**src/rtl/pc_seq.sv**
```systemverilog
// pc_seq: one-hot phase ring, PC register and next-PC select; define PC_SEQ_RAS_EN to add the return-address stack.
module pc_seq #(
  parameter int ADDR_W    = 12,
  parameter int INSTR_W   = 16,
  parameter int NPHASE    = 5,
  parameter int WB_PHASE  = 3,
  parameter int RAS_DEPTH = 4
) (
  input  logic               clk,
  input  logic               rst_n,
  input  logic               stall,
  input  logic [INSTR_W-1:0] instr,
  input  logic [INSTR_W-1:0] result,
  output logic [NPHASE-1:0]  phase,
  output logic [ADDR_W-1:0]  pc,
  output logic [ADDR_W-1:0]  next_pc,
  output logic               pc_enable,
  output logic               ras_empty,
  output logic               ras_full,
  output logic               ras_err
);
  logic [NPHASE-1:0] phase_q, phase_d;
  logic [ADDR_W-1:0] pc_q, pc_d, pc_inc, target;
  logic [4:0]        op;
  logic              is_jmp, is_call;
  assign op        = instr[INSTR_W-1 -: 5];
  assign is_jmp    = (op == 5'b10111) || (op == 5'b10100);
  assign is_call   = op == 5'b10101;
  assign pc_inc    = pc_q + ADDR_W'(1);
  assign target    = result[ADDR_W-1:0];
  assign pc_enable = phase_q[WB_PHASE] & ~stall;
  assign phase     = phase_q;
  assign pc        = pc_q;
  always_comb begin
    phase_d = stall ? phase_q : {phase_q[NPHASE-2:0], phase_q[NPHASE-1]};
    pc_d    = pc_enable ? next_pc : pc_q;
  end
  always_ff @(posedge clk or negedge rst_n) begin
    if (!rst_n) begin
      phase_q <= NPHASE'(1);
      pc_q    <= '0;
    end else begin
      phase_q <= phase_d;
      pc_q    <= pc_d;
    end
  end
`ifdef PC_SEQ_RAS_EN
  localparam int PW = $clog2(RAS_DEPTH);
  localparam int CW = $clog2(RAS_DEPTH + 1);
  logic [ADDR_W-1:0] ras_mem [RAS_DEPTH];
  logic [PW-1:0]     top_q, top_d;
  logic [CW-1:0]     cnt_q, cnt_d;
  logic              err_q, err_d, is_ret, empty, full, push, pop, under;
  assign is_ret    = op == 5'b10110;
  assign empty     = cnt_q == '0;
  assign full      = cnt_q == CW'(RAS_DEPTH);
  assign push      = pc_enable & is_call;
  assign pop       = pc_enable & is_ret & ~empty;
  assign under     = pc_enable & is_ret & empty;
  assign ras_empty = empty;
  assign ras_full  = full;
  assign ras_err   = err_q;
  // top_q always addresses the newest entry; a full push wraps onto the oldest
  always_comb begin
    next_pc = (is_jmp | is_call) ? target : (is_ret & ~empty) ? ras_mem[top_q] : pc_inc;
    top_d   = push ? top_q + PW'(1) : pop ? top_q - PW'(1) : top_q;
    cnt_d   = (push & ~full) ? cnt_q + CW'(1) : pop ? cnt_q - CW'(1) : cnt_q;
    err_d   = err_q | (push & full) | under;
  end
  always_ff @(posedge clk or negedge rst_n) begin
    if (!rst_n) begin
      top_q <= '0;
      cnt_q <= '0;
      err_q <= 1'b0;
    end else begin
      top_q <= top_d;
      cnt_q <= cnt_d;
      err_q <= err_d;
    end
  end
  always_ff @(posedge clk) begin
    if (push) ras_mem[top_d] <= pc_inc;
  end
`else
  assign next_pc   = (is_jmp | is_call) ? target : pc_inc;
  assign ras_empty = 1'b1;
  assign ras_full  = 1'b0;
  assign ras_err   = 1'b0;
`endif
endmodule

```
**config.mk**
```make
export PLATFORM = sky130hd
export DESIGN_NAME = pc_seq
export DESIGN_NICKNAME = d
export VERILOG_FILES = /design/src/rtl/pc_seq.sv
export SDC_FILE = /design/constraint.sdc
export NUM_CORES = 1
export LEC_CHECK = 0
export CORE_MARGIN = 4
export CORE_UTILIZATION = 25
export DETAILED_ROUTE_END_ITERATION = 16
export SLEW_MARGIN = 40
export SYNTH_ARGS = -nofsm -noshare
export SYNTH_HDL_FRONTEND = slang
export SYNTH_SLANG_ARGS = --single-unit
```
**constraint.sdc**
```tcl
create_clock -name clk -period 4.15 [get_ports clk]
set_input_delay 0.6225 -clock clk [delete_from_list [all_inputs] [get_ports clk]]
set_output_delay 0.6225 -clock clk [all_outputs]
set_load 0.02 [all_outputs]
```
After elaboration in Yosys (flattened, before gate mapping)
Index checks and enable logic that the tools add are counted.

Output and inout bits: 33. Logic and storage cells: 11. Bits in registers: 17.

Reductions and logical operators: 1. Equal/unequal tests: 3. Bitwise logic cells: 3. $add $sub $neg: 1. Multiplexer cells: 1.

Operators with widths (count): 5-bit == test (second input constant) (3); 12-bit by 1-bit adder with 12-bit output (second input constant) (1); 12-bit 2-to-1 mux (1); 1-bit AND (1); 1-bit logical OR (1); 1-bit inverter (1); 1-bit OR (1).

Depth between registers and ports, before layout
Depth after elaboration: 4. Gate-level depth with buffers: 7.

Worst setup path after synthesis
No wires, ideal clock.

Path kind: input to output. Start point: in instr[12]. End point: out next_pc[10]. Path slack: 1806 ps. Data arrival time: 1722 ps. Cell stages on the path: 6. Path through: nor2b_4 buf_6 or2_1 buf_6 buf_2 a21oi_1.

Word-level cells in the longest chain between the ends: 4.

RTL lines: from (decl) (line 12) `input logic [INSTR_W-1:0] instr,`; 5-bit == test (line 27) `assign is_jmp = (op == 5'b10111) || (op == 5'b10100);`; 1-bit logical OR (line 27); 1-bit OR (*) (line 85) `assign next_pc = (is_jmp | is_call) ? target : pc_inc;`; 12-bit 2-to-1 mux (*) (line 85); to (decl) (line 16) `output logic [ADDR_W-1:0] next_pc,`.

Every way passes the cells marked *; elsewhere a longest branch is shown, timed or not.

Worst setup path in the final report
Start point: in instr[12]. End point: out next_pc[2].

The elaborated chain is that of the path after synthesis.

==> metrics.md <==
| Metric | Value |
|---|---|
| Vias in the first global route | `1,037` |
| Area after DPL | `1620 sq um` |
| Setup Buffers After CTS | `0` |
| CP max FO | `16` |
| Fmax | `0.293 GHz` |
| Peak supply drop | `0.139 mV` |
| Routability cong. | `0.836` |
| DR pass1 iterations | `4` |
| Synth area leader | `dfrtp_1` |
| Number of synthesized register bits | `17` |
| Slowest stage delay, CP | `0.57 ns` |
| Crit path launch type | `input port` |
| Layout Utilization | `0.382` |
| Post-Route Setup TNS | `0 ns` |
| Hold Buf Count CTS | `0` |
| Clock root buffer | `clkbuf_8` |
| Worst-Margin Slew | `0.653 ns` |
| Starting Density | `0.258` |
| Insertion delay to the later sink of the worst-skew pair | `0.25 ns` |
| Number of synthesized flops with an enable pin | `0` |
| YS warnings | `0` |
| LEAKAGE | `0.000691 uW` |
| Via density | `4.78` |
| DRC | `0` |
| Relative slew slack | `0.565` |
| Final clock skew | `0.00144 ns` |
| Crit-path cells | `clkdlybuf4s50_1 -> nor2b_4 -> or2_1 -> mux2_4 -> clkdlybuf4s50_1` |
| Num CTS Buffers | `3` |
| Number of DRC markers in iteration 0 | `27` |
| CTS tree | `built` |
| First-pass GRT wire length | `5.19 mm` |
| WP data required | `3.53 ns` |
| Worst path slowest cell | `or2_1` |
| Grt ovf | `0` |
| Diode count | `0` |
| Initial antenna violation count | `0` |
| Post-route minimum period | `3.42 ns` |
| Worst EP arrival | `2.79 ns` |
| Post_cts resized | `0` |
| Largest net degree at the start of global routing | `18` |
| Max H-tree Level | `1` |
| Synth unique cells | `32` |
| Synth top area share | `0.357` |
| Port Buffer Count | `49` |
| Die W | `75 microns` |
| Post-route ant nets | `0` |
| Final instance area | `1660 sq um` |
| Mapped Area | `1120 sq um` |
| Setup slack at placement | `0.739 ns` |
| HPWL Detailed | `2.37 mm` |
| CP endpoint kind | `output pin` |
| Class of the worst hold path | `in2async` |
| Most common cell after layout, fill and taps aside | `clkdlybuf4s50_1` |
| Clk sinks | `17` |
| Core Area | `4350 sq um` |
| Nets | `196` |
| DR vias | `1,008` |
| Post-Route WL | `3.15 mm` |
| Seq/Total Area, Yosys | `0.380` |
| Max-cap violation count | `0` |
| Setup violations, final | `0` |
| Clock Tree Buf Depth | `2` |
| Status | `finished clean` |
| FFs w/ async S/R, synth | `1.00` |
| # IOs | `68` |
| Avg Cell Area, Syn | `9.93 sq um` |
| Post-synth top flop | `dfrtp_1` |
| Tcrit/Tclk final | `0.823` |
| Full die area | `5630 sq um` |
| Ranking of synthesized cells by area | `dfrtp_1, mux2_2, mux2_4, xnor2_1, nor3_1` |
| Clock transition at the registers of the reported paths | `0.07 ns` |
| Post-Syn Instances | `113` |
| Die H | `75 microns` |
| Setup Crit Path Kind | `in2out` |
| Power, Total | `341 uW` |
| Hold Fails Final Rpt | `0` |
| Layout cells sized above 1 | `0.138` |
| Most frequent cells in the layout | `clkdlybuf4s50_1, dfrtp_1, nor3_1, mux2_2, o21ai_0` |
| Area grow syn2layout | `48.0%` |
| PD cells | `205 nW/um^2` |
| Num rows | `24` |
| Avg WL per Cell | `14.9 microns` |
| Setup ws final | `0.733 ns` |
| Overall routing resource usage | `0.121` |
| RSZ-0062 raised after global routing | `no` |
| Cell mode on critical path | `clkdlybuf4s50_1` |
| Slew Limit Fails | `0` |
[worst max-delay path, delay by kind of cell]
| family | cells | cell delay [ns] |
|---|---|---|
| and+or+nand+nor | 2 | 0.81 |
| buffers and inverters | 2 | 0.99 |
| muxes | 1 | 0.36 |
[metrics by stage]
step / hold slack, ns / cells
after floorplan: 0.327 / 114
after global placement: 0.494 / 207
after detailed placement: 0.498 / 207
after CTS: 0.522 / 211
after global routing: 0.318 / 211
final: 0.294 / 211
[flip-flops by register name, summed over array words and instances, names as in the netlist]
| signal | count |
|---|---|
| pc | 12 |
| phase | 5 |
[cell type report]
class                      count  area (sq um)
multi-input combinational     83           617
tap                           52          65.1
sequential                    17           427
inverter                       6          22.5
fill                         429          2690
clock buffer                   4          45.0
timing repair buffer          49           485
[cells in the mapped netlist (2+ instances only)]
master / number
conb_1: 2
xnor2_1: 6
mux2_2: 8
nor3_1: 8
nand2b_1: 2
a2bb2oi_1: 4
o31ai_1: 2
mux2_4: 6
o21ai_0: 7
buf_6: 2
buf_2: 3
buf_4: 3
nor2_1: 6
a21oi_1: 4
dfrtp_1: 16
inv_1: 6
nand2_1: 6
nand3_1: 4
a31oi_1: 5
[kinds of logic after synthesis]
| kind of cell | after synthesis | synth area share |
|---|---|---|
| AOI/OAI and AO/OA | 25 | 0.145 |
| xor gates and xnor gates | 7 | 0.0546 |
| adders and majority gates | 1 | 0.0111 |
| buffers and inverters | 14 | 0.0736 |
| DFF | 17 | 0.380 |
| muxes | 14 | 0.161 |
| other | 2 | 0.00669 |
| and+or+nand+nor | 33 | 0.168 |
[path summary, 6_finish.rpt]
kind,startpoint,endpoint,slack [ns],cells past startpoint
worst min register to register,phase[4],phase[4],0.52,2
worst max register to register,pc[0],pc[6],2.42,5
min in group clk,phase[4],phase[4],0.52,2
worst min-delay path,rst_n,phase[1],0.29,1
worst max-delay path,instr[12],next_pc[2],0.73,5
max in group asynchronous,rst_n,phase[0],3.53,1
[power by group]
group / switching (uW) / internal, uW
combinational: 22.4 / 26.2
clock: 58.2 / 68.2
sequential: 0 / 166
[metal layers]
layer / routed length, microns / share of wire / GRT usage
met4: 29 / 0.0092 / 0.0316
met5: 0 / 0 / 0
met1: 1340 / 0.42 / 0.149
met2: 1450 / 0.46 / 0.190
met3: 330 / 0.10 / 0.0587
Note: power is estimated with default switching activity, not from simulation.
